===== src/rtl/memblock_tbus_arb_pkg.sv =====
// Shared memblock definitions for the tbus port into the dcache:
// optype codes, owner encoding and the arbiter FSM states.
package memblock_tbus_arb_pkg;

  localparam logic [1:0] TBUS_READ  = 2'd0;
  localparam logic [1:0] TBUS_WRITE = 2'd1;

  localparam logic OWNER_LD = 1'b0;
  localparam logic OWNER_ST = 1'b1;

  typedef enum logic [1:0] {
    IDLE = 2'd0,
    REQ  = 2'd1,
    WAIT = 2'd2
  } tbus_state_e;

endpackage


===== src/rtl/memblock_tbus_arb_rr_arb2.sv =====
// Two-way round-robin pick; bit 0 is the load side, bit 1 the store side.
// On a tie the side opposite last_grant wins.
module rr_arb2
  import memblock_tbus_arb_pkg::*;
(
  input  logic [1:0] req,
  input  logic       last_grant,
  output logic [1:0] gnt
);

  always_comb begin
    gnt = 2'b00;
    unique case (req)
      2'b11:   gnt = (last_grant == OWNER_ST) ? 2'b01 : 2'b10;
      2'b01:   gnt = 2'b01;
      2'b10:   gnt = 2'b10;
      default: gnt = 2'b00;
    endcase
  end

endmodule


===== src/rtl/memblock_tbus_arb.sv =====
// Arbiter and sequencer for the single tbus port into the dcache,
// shared by the load unit and the store-queue commit path.
module memblock_tbus_arb
  import memblock_tbus_arb_pkg::*;
#(
  parameter int DATA_W   = 64,
  parameter int MASK_W   = 64,
  parameter int OPTYPE_W = 2
) (
  input  logic                clock,
  input  logic                reset,
  input  logic                ld_req_valid,
  output logic                ld_req_ready,
  input  logic [DATA_W-1:0]   ld_req_index,
  input  logic [DATA_W-1:0]   ld_req_write_data,
  input  logic [MASK_W-1:0]   ld_req_write_mask,
  input  logic [OPTYPE_W-1:0] ld_req_optype,
  output logic [DATA_W-1:0]   ld_read_data,
  output logic                ld_operation_done,
  input  logic                ld_flush_valid,
  input  logic                st_req_valid,
  output logic                st_req_ready,
  input  logic [DATA_W-1:0]   st_req_index,
  input  logic [DATA_W-1:0]   st_req_write_data,
  input  logic [MASK_W-1:0]   st_req_write_mask,
  input  logic [OPTYPE_W-1:0] st_req_optype,
  output logic                st_operation_done,
  output logic                dc_req_valid,
  input  logic                dc_req_ready,
  output logic [DATA_W-1:0]   dc_req_index,
  output logic [DATA_W-1:0]   dc_req_write_data,
  output logic [MASK_W-1:0]   dc_req_write_mask,
  output logic [OPTYPE_W-1:0] dc_req_optype,
  input  logic [DATA_W-1:0]   dc_read_data,
  input  logic                dc_operation_done,
  output logic                busy
);

  tbus_state_e state_q, state_d;

  logic                owner_q;
  logic                last_grant_q;
  logic                squash_q;
  logic [DATA_W-1:0]   index_q;
  logic [DATA_W-1:0]   wdata_q;
  logic [MASK_W-1:0]   mask_q;
  logic [OPTYPE_W-1:0] optype_q;

  logic [1:0] gnt;
  logic       grant;
  logic       ld_kill;
  logic       fwd;

  // A load that is being flushed this cycle must not win the port.
  rr_arb2 u_arb (
    .req        ({st_req_valid, ld_req_valid & ~ld_flush_valid}),
    .last_grant (last_grant_q),
    .gnt        (gnt)
  );

  assign ld_req_ready = (state_q == IDLE) & gnt[0];
  assign st_req_ready = (state_q == IDLE) & gnt[1];
  assign grant        = ld_req_ready | st_req_ready;

  assign ld_kill = (owner_q == OWNER_LD) & ld_flush_valid;
  assign fwd     = (state_q == WAIT) & dc_operation_done
                 & ~squash_q & ~ld_kill;

  always_comb begin
    state_d = state_q;
    unique case (state_q)
      IDLE: if (grant) state_d = REQ;
      REQ: begin
        if (ld_kill)           state_d = IDLE;
        else if (dc_req_ready) state_d = WAIT;
      end
      WAIT: if (dc_operation_done) state_d = IDLE;
      default: state_d = IDLE;
    endcase
  end

  always_ff @(posedge clock) begin
    if (reset) state_q <= IDLE;
    else       state_q <= state_d;
  end

  always_ff @(posedge clock) begin
    if (reset) begin
      owner_q      <= OWNER_LD;
      last_grant_q <= OWNER_ST;
      squash_q     <= 1'b0;
      index_q      <= '0;
      wdata_q      <= '0;
      mask_q       <= '0;
      optype_q     <= '0;
    end else begin
      if (grant) begin
        owner_q      <= gnt[1] ? OWNER_ST : OWNER_LD;
        last_grant_q <= gnt[1] ? OWNER_ST : OWNER_LD;
        index_q      <= gnt[1] ? st_req_index      : ld_req_index;
        wdata_q      <= gnt[1] ? st_req_write_data : ld_req_write_data;
        mask_q       <= gnt[1] ? st_req_write_mask : ld_req_write_mask;
        optype_q     <= gnt[1] ? st_req_optype     : ld_req_optype;
      end
      // squash lives only for the WAIT it was set in
      if (state_q == WAIT) begin
        if (dc_operation_done) squash_q <= 1'b0;
        else if (ld_kill)      squash_q <= 1'b1;
      end
    end
  end

  assign dc_req_valid      = (state_q == REQ);
  assign dc_req_index      = index_q;
  assign dc_req_write_data = wdata_q;
  assign dc_req_write_mask = mask_q;
  assign dc_req_optype     = optype_q;

  assign ld_read_data      = dc_read_data;
  assign ld_operation_done = fwd & (owner_q == OWNER_LD);
  assign st_operation_done = fwd & (owner_q == OWNER_ST);

  assign busy = (state_q != IDLE);

endmodule

===== config.mk =====
export PLATFORM = sky130hd
export DESIGN_NAME = memblock_tbus_arb
export DESIGN_NICKNAME = d
export VERILOG_FILES = /design/src/rtl/memblock_tbus_arb_pkg.sv /design/src/rtl/memblock_tbus_arb_rr_arb2.sv /design/src/rtl/memblock_tbus_arb.sv
export SDC_FILE = /design/constraint.sdc
export NUM_CORES = 1
export LEC_CHECK = 0
export CORE_AREA = 2 2 285 287
export DETAILED_ROUTE_END_ITERATION = 10
export DIE_AREA = 0 0 287 289
export SLEW_MARGIN = 10
export SYNTH_ARGS = -nofsm -noshare
export SYNTH_HDL_FRONTEND = slang
export SYNTH_SLANG_ARGS = --single-unit

===== constraint.sdc =====
create_clock -name clock -period 2 [get_ports clock]
set_clock_uncertainty 0.1 [all_clocks]
set_input_delay 0.2 -clock clock [delete_from_list [all_inputs] [get_ports clock]]
set_output_delay 0.2 -clock clock [all_outputs]
set_load 0.02 [all_outputs]

==> results.md <==
- Sum of negative setup slack: 0 ns
- Most numerous cell in the Yosys netlist: a221oi_1
- Synthesis Warnings: 0
- TritonCTS clock tree: done
- Global routing's busiest layer: met2
- Post-CTS Hold Buffers: 0
- Synth area leaders: dfxtp_1, a221oi_2, a221oi_1
- Slew HR: 61.4%
- Initial antenna violation count: 0
- Static Leak: 7.30 nW
- CP top delay family: buffers and inverters
- Final worst setup slack: 0.0296 ns
- Fill count: 8,611
- Synth Net Count: 1,915
- Die area: 0.0829 sq mm
- Synth Area in Adders: 0%
- Cell Area, Synth: 0.0128 sq mm
- Ys flop type: dfxtp_1
- Final hold violation count: 0
- Cell taking the most area after synthesis: dfxtp_1
- Minimum clock period: 1.97 ns
- Port bufs: 594
- Reg clk slew, reported paths: 0.08 ns
- Final setup fails: 0
- Dpl hpwl: 42,900 um
- Simple-gate share of the synthesized area: 10.2%
- Initial DRC Count: 642
- Drt via density: 4.45
- Clock sinks: 199
- Final core occ: 26.3%
- Initial DRT Pass Iterations: 4
- Yosys cell types: 29
- CP required: 2.25 ns
- Ys async rst share: 0%
- Total Power: 13.7 mW
- Vias in the first global route: 13,452
- Area grow syn2layout: 64.7%
- Multi-input logic area: 0.00671 sq mm
- Fin crit share: 98.5%
- IO Count: 723
- Pwr Density: 650 mW/mm^2
- Crit path capture type: flip-flop
- Layout cell share with drive strength beyond 1: 17.9%
- Pre-CTS setup slack: -0.246 ns
- Syn_area_per_cell: 8.76 sq um
- Clk_lat worst skew: 0.48 ns
- Fmax: 0.508 GHz
- Overall Global Routing Usage: 13.1%
- Vias: 13,533
- Register area: 0.00398 sq mm
- Status: finished, final reports clean
- Crit path max-delay cell type: dfxtp_1
- ANT cells: 0
- Row cnt: 104
- Die Ht: 289 um
- DRC: 0
- Die Width: 287 um
- Arrival @ worst endpoint: 2.22 ns
- Post-synthesis xor/xnor area fraction: 0%
- Routed WL: 57,400 um
- Clock Tree Root: clkbuf_16
- Max IR drop VDD: 502 uV
- CP Launch Type: flip-flop
- GRT overflow: 0
- Post-synthesis mux area share: 0%
- Max_cap viols: 0
- Crit path cell chain: nand3b_1, buf_4, buf_12, buf_12, a221oi_1, a221oi_2
- Met3 Use GR: 3.67%
- RSZ-0062 raised after global routing: false
- Core area: 0.0799 sq mm
- Initial core utilization: 16.0%
- H-Tree Depth: 4
- First-pass GRT wire length: 83,400 um
- Most used cell, CP: buf_12
- Post-synth top cells: a221oi_1, dfxtp_1, inv_1, o21ai_0, and2_1
- Final nets: 2,427
- Crit path kind: reg2reg
- CP Buf/Inv Count: 3
- Worst path max stage delay: 0.40 ns
- Proportion of netlist area held by the largest area contributor: 31.2%
- Number of synthesized flops with an enable pin: 0
- Yosys reg bits: 199
- CTS Buffer Depth: 2
- Synthesized instance count: 1,456
- Worst-path fanout max: 43
- Sequential share of the synthesized area: 31.2%
- Main combinational cell family by area after synthesis: compound AO/OA/AOI/OAI gates
- Largest net degree at the start of global routing: 102
- GR Util met2: 21.1%
- Remaining antenna violation count: 0
- Actual slew at the worst max-slew pin: 0.579 ns
- Met1 Use GR: 16.1%
- Final GP Congestion: 0.828
- Synth Area in Compound Gates: 42.0%
- Final slew viol count: 0
- Cts bufs inserted: 17
- DR WL/cell: 18.9 um
- HP Class: in2reg
-- where the power goes --
group | switching [mW] | total [mW] | internal [mW]
Sequential | 0.252 | 4.66 | 4.41
Combinational | 2.62 | 5.31 | 2.69
Clock | 1.99 | 3.69 | 1.70
Total | 4.86 | 13.7 | 8.80
-- layout make-up --
type | instances | share of cell area, %
multi-input cells | 800 | 31.9
repair buffers | 751 | 36.5
well taps | 1060 | 6.31
flip-flops and latches | 199 | 19.0
inverters | 199 | 3.63
clock inverters | 13 | 0.631
clock buffers | 19 | 2.11
-- state kept, by name, summed over array words and instances (netlist names) --
name               cells
dc_req_write_data     64
last_grant_q           1
state_q                2
owner_q                1
dc_req_write_mask     64
squash_q               1
dc_req_optype          2
dc_req_index          64
-- path summary, 6_finish.rpt --
path                                            start  cells after the start                     to  slack [ns]
worst max-delay path                     last_grant_q                      6  dc_req_write_mask[33]        0.03
worst max register to register           last_grant_q                      6  dc_req_write_mask[33]        0.03
worst min-delay path                     st_req_valid                      3                owner_q        0.04
worst min register to register  dc_req_write_mask[10]                      2  dc_req_write_mask[10]        0.36
-- metal layers --
layer  up-vias  part of all wire, %  wire (um)
met5         -                    0          0
met4         0                  4.1       2350
met3       105                  7.6       4350
met2       564                   46      26400
met1      6490                   42      24300
li1       6374                    -          -
-- cell usage in the layout (no fill, tap or decap), types with 2 or more instances in the layout --
cell	instances
clkdlybuf4s50_1	585
a221oi_1	238
dfxtp_1	199
inv_1	197
o21ai_0	194
and2_1	193
a221oi_2	150
buf_4	117
buf_12	41
clkbuf_16	18
inv_6	6
inv_8	4
nor2_1	3
nand3b_1	2
a21oi_1	2
clkinv_4	2
clkinv_8	2
buf_2	2
-- metrics by stage --
stage | instance area (sq um) | cells | hold WS [ns]
detailed placement | 20400 | 3007 | 0.300
floorplan | 12800 | 1456 | 0.197
global route | 21000 | 3041 | 0.0169
finish | 21000 | 3041 | 0.0399
global placement | 20400 | 3007 | 0.300
CTS | 21000 | 3039 | 0.0171
-- tightest hold or removal path, delay by kind of cell --
family	cells	cell delay, ns
AOI/OAI and AO/OA	1	0.06
and+or+nand+nor	1	0.12
buffers and inverters	1	0.19
-- logic make-up (layout without fill, tap and decap cells) --
group           after synthesis  in the layout
flops                       199            199
buf+inv                     457            982
simple gates                210            210
compound gates              590            590
-- timing repair --
action / 4_1_cts / 5_1_grt
gates resized for setup: 19 / 9
gates cloned: 0 / 1
endpoints found under the setup margin: 6 / 5
setup buffers: 0 / 1
No activity file was read; power rests on OpenSTA's default activity.
